<file path="src/rtl/condicionador_botoes_pkg.sv">
// Shared definitions for the push-button conditioner: debounce FSM states,
// button count, move-counter limit and a popcount helper.
package pkg_botoes;

   localparam int NUM_BOTOES  = 8;
   localparam int JOGADAS_W   = 10;
   localparam int JOGADAS_MAX = 1023;

   typedef enum logic [1:0] {
      SOLTO            = 2'd0,
      CONFIRMA_PRESSAO = 2'd1,
      PRESSIONADO      = 2'd2,
      CONFIRMA_SOLTURA = 2'd3
   } estado_t;

   function automatic logic [3:0] contar_uns(input logic [NUM_BOTOES-1:0] v);
      logic [3:0] n;
      n = '0;
      for (int i = 0; i < NUM_BOTOES; i++) begin
         n = n + {3'b000, v[i]};
      end
      return n;
   endfunction

endpackage

</file>
<file path="src/rtl/condicionador_botoes_debounce.sv">
// One button: two-flop synchronizer plus a four-state debounce FSM that
// raises pressionou for the single cycle on which a press is confirmed.
module debounce_botao
   import pkg_botoes::*;
#(
   parameter int DEBOUNCE_CICLOS = 500000,
   parameter int ATIVO_BAIXO     = 1
) (
   input  logic clk,
   input  logic rst,
   input  logic bruto,
   output logic pressionou
);

   localparam int CW = (DEBOUNCE_CICLOS > 1) ? $clog2(DEBOUNCE_CICLOS) : 1;
   localparam logic [CW-1:0] CNT_MAX = CW'(DEBOUNCE_CICLOS - 1);

   logic          sync1_q, sync1_d;
   logic          s_q, s_d;
   estado_t       estado_q, estado_d;
   logic [CW-1:0] cnt_q, cnt_d;

   // Normalise polarity before synchronizing so 1 always means pressed.
   always_comb begin
      sync1_d = (ATIVO_BAIXO != 0) ? ~bruto : bruto;
      s_d     = sync1_q;
   end

   always_comb begin
      estado_d   = estado_q;
      cnt_d      = cnt_q;
      pressionou = 1'b0;
      unique case (estado_q)
         SOLTO: begin
            if (s_q) begin
               estado_d = CONFIRMA_PRESSAO;
               cnt_d    = '0;
            end
         end
         CONFIRMA_PRESSAO: begin
            if (!s_q) begin
               estado_d = SOLTO;
               cnt_d    = '0;
            end else if (cnt_q == CNT_MAX) begin
               estado_d   = PRESSIONADO;
               pressionou = 1'b1;
            end else begin
               cnt_d = cnt_q + CW'(1);
            end
         end
         PRESSIONADO: begin
            if (!s_q) begin
               estado_d = CONFIRMA_SOLTURA;
               cnt_d    = '0;
            end
         end
         CONFIRMA_SOLTURA: begin
            if (s_q) begin
               estado_d = PRESSIONADO;
            end else if (cnt_q == CNT_MAX) begin
               estado_d = SOLTO;
            end else begin
               cnt_d = cnt_q + CW'(1);
            end
         end
      endcase
   end

   always_ff @(posedge clk) begin
      if (rst) begin
         sync1_q  <= 1'b0;
         s_q      <= 1'b0;
         estado_q <= SOLTO;
         cnt_q    <= '0;
      end else begin
         sync1_q  <= sync1_d;
         s_q      <= s_d;
         estado_q <= estado_d;
         cnt_q    <= cnt_d;
      end
   end

endmodule

</file>
<file path="src/rtl/condicionador_botoes.sv">
// Eight debounced buttons producing masked one-cycle toggle pulses, plus a
// saturating count of emitted pulses with a synchronous clear.
module condicionador_botoes
   import pkg_botoes::*;
#(
   parameter int DEBOUNCE_CICLOS = 500000,
   parameter int ATIVO_BAIXO     = 1
) (
   input  logic                  clk,
   input  logic                  rst,
   input  logic [NUM_BOTOES-1:0] botoes_brutos,
   input  logic                  habilitar,
   input  logic                  limpar_jogadas,
   output logic [NUM_BOTOES-1:0] botoes_pulso,
   output logic [JOGADAS_W-1:0]  jogadas
);

   localparam logic [JOGADAS_W:0] LIMITE = (JOGADAS_W + 1)'(JOGADAS_MAX);

   logic [NUM_BOTOES-1:0] pressionou;
   logic [NUM_BOTOES-1:0] pulso_q, pulso_d;
   logic [JOGADAS_W-1:0]  jogadas_q, jogadas_d;
   logic [JOGADAS_W:0]    soma;

   generate
      for (genvar gi = 0; gi < NUM_BOTOES; gi++) begin : g_botao
         debounce_botao #(
            .DEBOUNCE_CICLOS(DEBOUNCE_CICLOS),
            .ATIVO_BAIXO    (ATIVO_BAIXO)
         ) u_debounce (
            .clk       (clk),
            .rst       (rst),
            .bruto     (botoes_brutos[gi]),
            .pressionou(pressionou[gi])
         );
      end
   endgenerate

   // A press confirmed while masked is dropped for good; the FSM has moved on.
   always_comb begin
      pulso_d = pressionou & {NUM_BOTOES{habilitar}};
      soma    = {1'b0, jogadas_q} + (JOGADAS_W + 1)'(contar_uns(pulso_q));
      if (limpar_jogadas) begin
         jogadas_d = '0;
      end else if (soma > LIMITE) begin
         jogadas_d = LIMITE[JOGADAS_W-1:0];
      end else begin
         jogadas_d = soma[JOGADAS_W-1:0];
      end
   end

   always_ff @(posedge clk) begin
      if (rst) begin
         pulso_q   <= '0;
         jogadas_q <= '0;
      end else begin
         pulso_q   <= pulso_d;
         jogadas_q <= jogadas_d;
      end
   end

   assign botoes_pulso = pulso_q;
   assign jogadas      = jogadas_q;

endmodule

</file>
<file path="config.mk">
export PLATFORM = sky130hd
export DESIGN_NAME = condicionador_botoes
export DESIGN_NICKNAME = d
export VERILOG_FILES = /design/src/rtl/condicionador_botoes_pkg.sv /design/src/rtl/condicionador_botoes_debounce.sv /design/src/rtl/condicionador_botoes.sv
export SDC_FILE = /design/constraint.sdc
export NUM_CORES = 1
export LEC_CHECK = 0
export ABC_CLOCK_PERIOD_IN_PS = 3200
export CAP_MARGIN = 0
export CORE_MARGIN = 5
export CORE_UTILIZATION = 41
export CTS_CLUSTER_SIZE = 16
export DETAILED_ROUTE_END_ITERATION = 12
export HOLD_SLACK_MARGIN = 0.03
export PLACE_DENSITY = 0.62
export REMOVE_ABC_BUFFERS = 1
export SLEW_MARGIN = 25
export SYNTH_ARGS = -nofsm -noshare
export SYNTH_HDL_FRONTEND = slang
export SYNTH_SLANG_ARGS = --single-unit
</file>
<file path="constraint.sdc">
create_clock -name clk -period 3.2 [get_ports clk]
set_input_delay 0.64 -clock clk [delete_from_list [all_inputs] [get_ports clk]]
set_output_delay 0.64 -clock clk [all_outputs]
set_load 0.01 [all_outputs]
</file>
==> results of run 1 <==
-- cell usage after synthesis, types with 10 or more instances --
master | number | area (um^2)
nor3_1 | 40 | 200.2
clkbuf_1 | 48 | 180.2
nand3_1 | 75 | 375.4
a21o_1 | 10 | 75.07
or4_1 | 22 | 165.2
and2_1 | 15 | 93.84
and3_1 | 33 | 206.5
nor4_1 | 27 | 168.9
o211ai_1 | 19 | 142.6
a21oi_1 | 78 | 390.4
ha_1 | 14 | 175.2
nand2_1 | 111 | 416.7
inv_1 | 40 | 150.1
xor2_1 | 41 | 359.1
or3_1 | 20 | 125.1
dfxtp_1 | 202 | 4044
and4_1 | 11 | 96.34
a31oi_1 | 32 | 200.2
nor2_1 | 120 | 450.4
xnor2_1 | 20 | 175.2
o21ai_0 | 78 | 390.4
nand4_1 | 41 | 256.5
mux2i_1 | 11 | 110.1
a311oi_1 | 12 | 105.1
a211oi_1 | 11 | 82.58
nor2b_1 | 12 | 75.07
-- critical path: stages (launching register included) --
cell	delay, ns
dfxtp_2	0.33
fa_1	0.53
inv_1	0.05
fa_1	0.50
fa_1	0.43
fa_2	0.37
fa_2	0.37
nor2b_2	0.13
o21ai_2	0.07
a21oi_2	0.19
buf_4	0.15
and4b_1	0.19
nor3_1	0.11
-- cell type report --
type / instances / area (um^2)
clock inverters: 13 / 220.2
flip-flops and latches: 202 / 4045
repair buffers: 51 / 452.9
fillers: 2403 / 13100
clock buffers: 28 / 634.4
inverters: 40 / 150.1
well taps: 330 / 412.9
multi-input cells: 990 / 6163
-- sequential cells by signal (all words and copies together), names as in the netlist, named ones only --
register and cells:
jogadas 10, g_botao.u_debounce.cnt_q 152, botoes_pulso 8, g_botao.u_debounce.s_d 8, g_botao.u_debounce.estado_q 8, g_botao.u_debounce.s_q 8
-- path summary, 6_finish.rpt --
path,startpoint,end,cells past startpoint,slack (ns)
min reg2reg,g_botao[7].u_debounce.s_d,g_botao[7].u_debounce.s_q,1,0.43
max reg2reg,botoes_pulso[0],jogadas[9],12,-0.29
min,g_botao[7].u_debounce.s_d,g_botao[7].u_debounce.s_q,1,0.43
max,botoes_pulso[0],jogadas[9],12,-0.29
-- kinds of logic (layout without fill, tap and decap cells) --
group                    after synthesis  count (layout)  synth area share
AO/OA/AOI/OAI                        310             310            0.1910
XOR/XNOR                              61              61           0.05085
adder cells (fa/ha/maj)               19              19           0.02620
buffers and inverters                 95             132           0.03442
flip-flops                           202             202            0.3849
multiplexers                          12              12           0.01155
AND/OR/NAND/NOR                      588             588            0.3011
-- report_power, final --
group | switching, mW | internal [mW] | total (mW)
Combinational | 0.124 | 0.0625 | 0.187
Sequential | 0.0266 | 2.54 | 2.56
Clock | 1.05 | 1.89 | 2.94
Total | 1.20 | 4.49 | 5.69
-- metal layers --
metal / global-route usage / share of wire
met5: 0 / 0
met4: 0.04410 / 0.020
met3: 0.02834 / 0.037
met2: 0.2670 / 0.45
met1: 0.2314 / 0.49
-- timing repair --
action                                  4_1_cts  5_1_grt
buffers inserted                              0        2
endpoints found under the setup margin       10       10
pin swaps                                     3        3
gates resized for setup                       7        8
-- per-stage QoR --
step | setup WS (ns) | hold slack [ns] | instances | utilization | power [mW]
4_1_cts | -0.2943 | 0.4328 | 1652 | 0.4774 | 5.785
6_report | -0.2865 | 0.4313 | 1654 | 0.4797 | 5.687
5_1_grt | -0.4033 | 0.4608 | 1654 | 0.4797 | 5.909
2_1_floorplan | -0.3958 | 0.4138 | 1232 | - | 2.715
3_5_place_dp | -0.5543 | 0.4231 | 1611 | 0.4426 | 2.805
3_3_place_gp | -0.5145 | 0.4185 | 1611 | 0.4426 | 2.804
==> flow_summary.ini, run 1 <==
[outcome]
status = finished with violations
violated_checks = setup timing

[yosys]
synth_edf_count = 0
synth.ff_latch_count = 202
netlist_instances = 1287
postSynth.asyncResetShare = 0
yosys_most_used_dff = dfxtp_1
post_synth_instance_area_um2 = 10510
sequential_fraction_of_the_synthesis_area = 0.3849
synthesized_area_divided_by_synthesized_cell_count_um2 = 8.163
yosys_warnings = 0
netlist-cell-type-count = 78

[critical_path]
worstSetupStartpointType = flop
critical_path.endpoint_type = flop
cp.required_ns = 3.63
worst-setup-path-type = flop to flop
path_max_fanout = 3
worstPathArrival_ns = 3.92

[route]
postRouteWirelength_mm = 24.53
drt.antenna.violating_nets = 0
vias_per_cell = 5.742
drt-initial-drc-count = 769
routed-via-count = 9497
drt-pass1-iter-count = 5
drc = 0
routed_wire_length_per_instance_um = 14.83

[timing]
final.setup_skew_ns = 0.007758
tightestPinTransition_ns = 0.8932
grt_setup_unrepaired = yes
setup_ws_ns = -0.2865
crit_share_post_route = 1.090
maxClockFrequency_mhz = 286.8
report.final.setup_viol = 10
tns_ns = -2.520
drv_slew = 0
period_minus_slack_ns = 3.487
slew_headroom = 0.4045
hold_viol_final = 0

[finish]
finish.instance_area_um2 = 12080
antennaDiodeCount = 0
syn2layout_area_growth_pct = 14.97
drive_above_1_share = 0.08082
mostFrequentLayoutCells = dfxtp_1, nor2_1, nand2_1, a21oi_1, o21ai_0
finish.net_count = 1339
mostFrequentLayoutCell = dfxtp_1

[die]
core-area_um2 = 25180
num_rows = 58
design.portCount = 30
floorplan.die.width_um = 170.1
initial_core_util = 0.4172
design.die.area_um2 = 28930
die-height_um = 170.1

[cts]
cts_root_buf = clkbuf_16
clock_tree_sinks = 202
tritoncts = built
max-clock-path-buffers = 3
quantity_of_hold_fixing_buffers_added_after_cts = 0
clock_network_latency_to_the_later_pin_of_the_worst_skew_pair_ns = 0.50
worst_setup_hold_path_clk_slew_ns = 0.06
cts_buffers = 23
cts-htree-levels = 1

[global_routing]
global_route_usage_over_all_layers = 0.1660
grt_first_pass_wirelength_mm = 41.81
pin_count_of_the_biggest_net_entering_global_routing = 34
globalRoute.totalOverflow = 0
grt_pass1_vias = 8755
antenna_found_initial = 0

[placement]
numPortBuffers = 29
routabilityCongestion = 0.8448
dpl.hpwl_mm = 16.76
post_dp_cell_area_um2 = 11150

[job]
maxCapViolCount = 0

[pwr]
ir_worst_vdd_mv = 0.3802
leakage_dissipation_nw = 4.092
cellPowerDensity_nw_per_um2 = 470.8

[min_path]
worst_hold_path_type = flop to flop
Note: power is estimated with default switching activity, not from simulation.
==> run 2: changes to the inputs <==
Settings changed: CAP_MARGIN 0 to 20, CORE_UTILIZATION 41 to 56, PLACE_DENSITY 0.62 to 0.79, RECOVER_POWER set to 100.
==> flow_summary.ini, run 2 (same netlist as run 1, synthesis figures left out) <==
[die]
design.portCount = 30
design.die.area_um2 = 21600
die-height_um = 147.0
initial_core_util = 0.5655
num_rows = 50
core-area_um2 = 18580
floorplan.die.width_um = 147.0

[finish]
n_fill_cell = 1574
finish.net_count = 1340
mostFrequentLayoutCells = dfxtp_1, nor2_1, nand2_1, o21ai_0, a21oi_1
max_flop_register = g_botao.u_debounce.cnt_q
drive_above_1_share = 0.07559
number_of_flip_flops_in_the_largest_register = 152
finish.instance_area_um2 = 11840
layout.area.seq_um2 = 4045
mostFrequentLayoutCell = dfxtp_1
syn2layout_area_growth_pct = 12.69
antennaDiodeCount = 0
finish.cell_count_without_fillers = 1557
multi_input_comb_area_um2 = 6140

[placement]
dpl.hpwl_mm = 15.82
routabilityCongestion = 0.8519
numPlacedInstances = 1512
post_dp_cell_area_um2 = 11000
numPortBuffers = 29

[critical_path]
path_max_fanout = 7
worstSetupStartpointType = flop
critical-path-top-cell-by-count = fa_1
cp.required_ns = 3.62
worstPathArrival_ns = 3.92
worstPathCellList = fa_1 -> inv_2 -> fa_1 -> fa_1 -> fa_2 -> fa_2 -> nor2b_2 -> o21ai_2 -> a21oi_2 -> buf_4 -> nand3_4 -> a31oi_1
worst-setup-path-type = flop to flop
critical_path.slowest_cell = fa_1
critical_path.endpoint_type = flop
critPathMaxStageDelay_ns = 0.55

[timing]
crit_share_post_route = 1.091
maxClockFrequency_mhz = 286.3
tns_ns = -2.491
setup_ws_ns = -0.2924
grt_setup_unrepaired = yes
final.setup_skew_ns = 0.01086
hold_viol_final = 0
slew_headroom = -0.2713
period_minus_slack_ns = 3.492
tightestPinTransition_ns = 1.907
drv_slew = 42
report.final.setup_viol = 10
worst_hold_slack_ns = 0.4308

[min_path]
worst_hold_path_type = flop to flop

[global_routing]
global_route_usage_over_all_layers = 0.2070
pin_count_of_the_biggest_net_entering_global_routing = 42
grt_pass1_vias = 8537
met1_usage = 0.2926
globalRoute.totalOverflow = 0
use_met2 = 0.3388
grt_first_pass_wirelength_mm = 39.56
met3_usage = 0.02622
grt_busiest_layer = met2
antenna_found_initial = 0

[outcome]
violated_checks = capacitance limit, slew limit, setup timing
status = finished with violations

[route]
postRouteWirelength_mm = 23.37
routed_wire_length_per_instance_um = 15.01
drt-pass1-iter-count = 5
drt-initial-drc-count = 561
drc = 0
vias_per_cell = 6.166
routed-via-count = 9601
drt.antenna.violating_nets = 0

[cts]
clock_tree_sinks = 202
clock_network_latency_to_the_later_pin_of_the_worst_skew_pair_ns = 0.50
cts_root_buf = clkbuf_16
worst_setup_hold_path_clk_slew_ns = 0.06
max-clock-path-buffers = 3
cts-htree-levels = 1
cts_buffers = 23
tritoncts = built

[pwr]
leakage_dissipation_nw = 4.096
ir_worst_vdd_mv = 0.3931
cellPowerDensity_nw_per_um2 = 455.4
totalPowerFinal_mw = 5.391

[job]
maxCapViolCount = 1
==> run 2: cell types whose count changed in the layout (fill, tap and decap cells not counted), sizes merged <==
cell	previous run	this run
dlygate4sd3	0	16
clkinvlp	2	0
bufinv	6	3
clkbuf	28	33
clkdlybuf4s50	28	12
inv	40	41
buf	23	20
clkinv	5	6
==> run 2: final timing paths <==
kind	endpoint	slack [ns]	from	cells past startpoint
worst max-delay path	jogadas[5]	-0.29	botoes_pulso[0]	12
worst min-delay path	g_botao[6].u_debounce.s_q	0.43	g_botao[6].u_debounce.s_d	1
worst max register to register	jogadas[5]	-0.29	botoes_pulso[0]	12
worst min register to register	g_botao[6].u_debounce.s_q	0.43	g_botao[6].u_debounce.s_d	1
==> run 2: cell type report <==
| class | count | share of cell area |
|---|---|---|
| Clock inverter | 10 | 0.01088 |
| Sequential cell | 202 | 0.3416 |
| Clock buffer | 29 | 0.05389 |
| Inverter | 40 | 0.01268 |
| Tap cell | 234 | 0.02473 |
| Multi-Input combinational cell | 990 | 0.5185 |
| Timing Repair Buffer | 52 | 0.03762 |
==> run 2: per-stage QoR <==
step	utilization	setup slack (ns)
finish	0.6372	-0.2924
global route	0.6372	-0.4347
CTS	0.6368	-0.2365
detailed placement	0.5922	-0.4889
global placement	0.5922	-0.4505
floorplan	-	-0.3958
==> run 2: power breakdown <==
group	switching, mW	internal, mW
sequential	0.0271	2.54
clock	1.00	1.64
combinational	0.121	0.0589
==> run 2: critical path: cells and delay by family (launching register included) <==
kind	cells	cell delay, ns
adders and majority gates	5	2.21
buffers and inverters	2	0.20
DFF	1	0.33
and+or+nand+nor	2	0.24
AOI/OAI and AO/OA	3	0.44
==> run 2: per-layer routing <==
layer	up-vias	part of all wire
met3	35	0.041
met5	-	0
met2	201	0.46
met4	0	0.020
met1	4529	0.48
li1	4836	-
==> run 2: repair_timing <==
| item | in CTS | in global routing |
|---|---|---|
| cloned | 0 | 0 |
| setup endpoints to repair | 10 | 10 |
| buffers inserted | 4 | 2 |
| hold buffers | 0 | 0 |
| pin swaps | 5 | 1 |
| resized for setup | 10 | 4 |
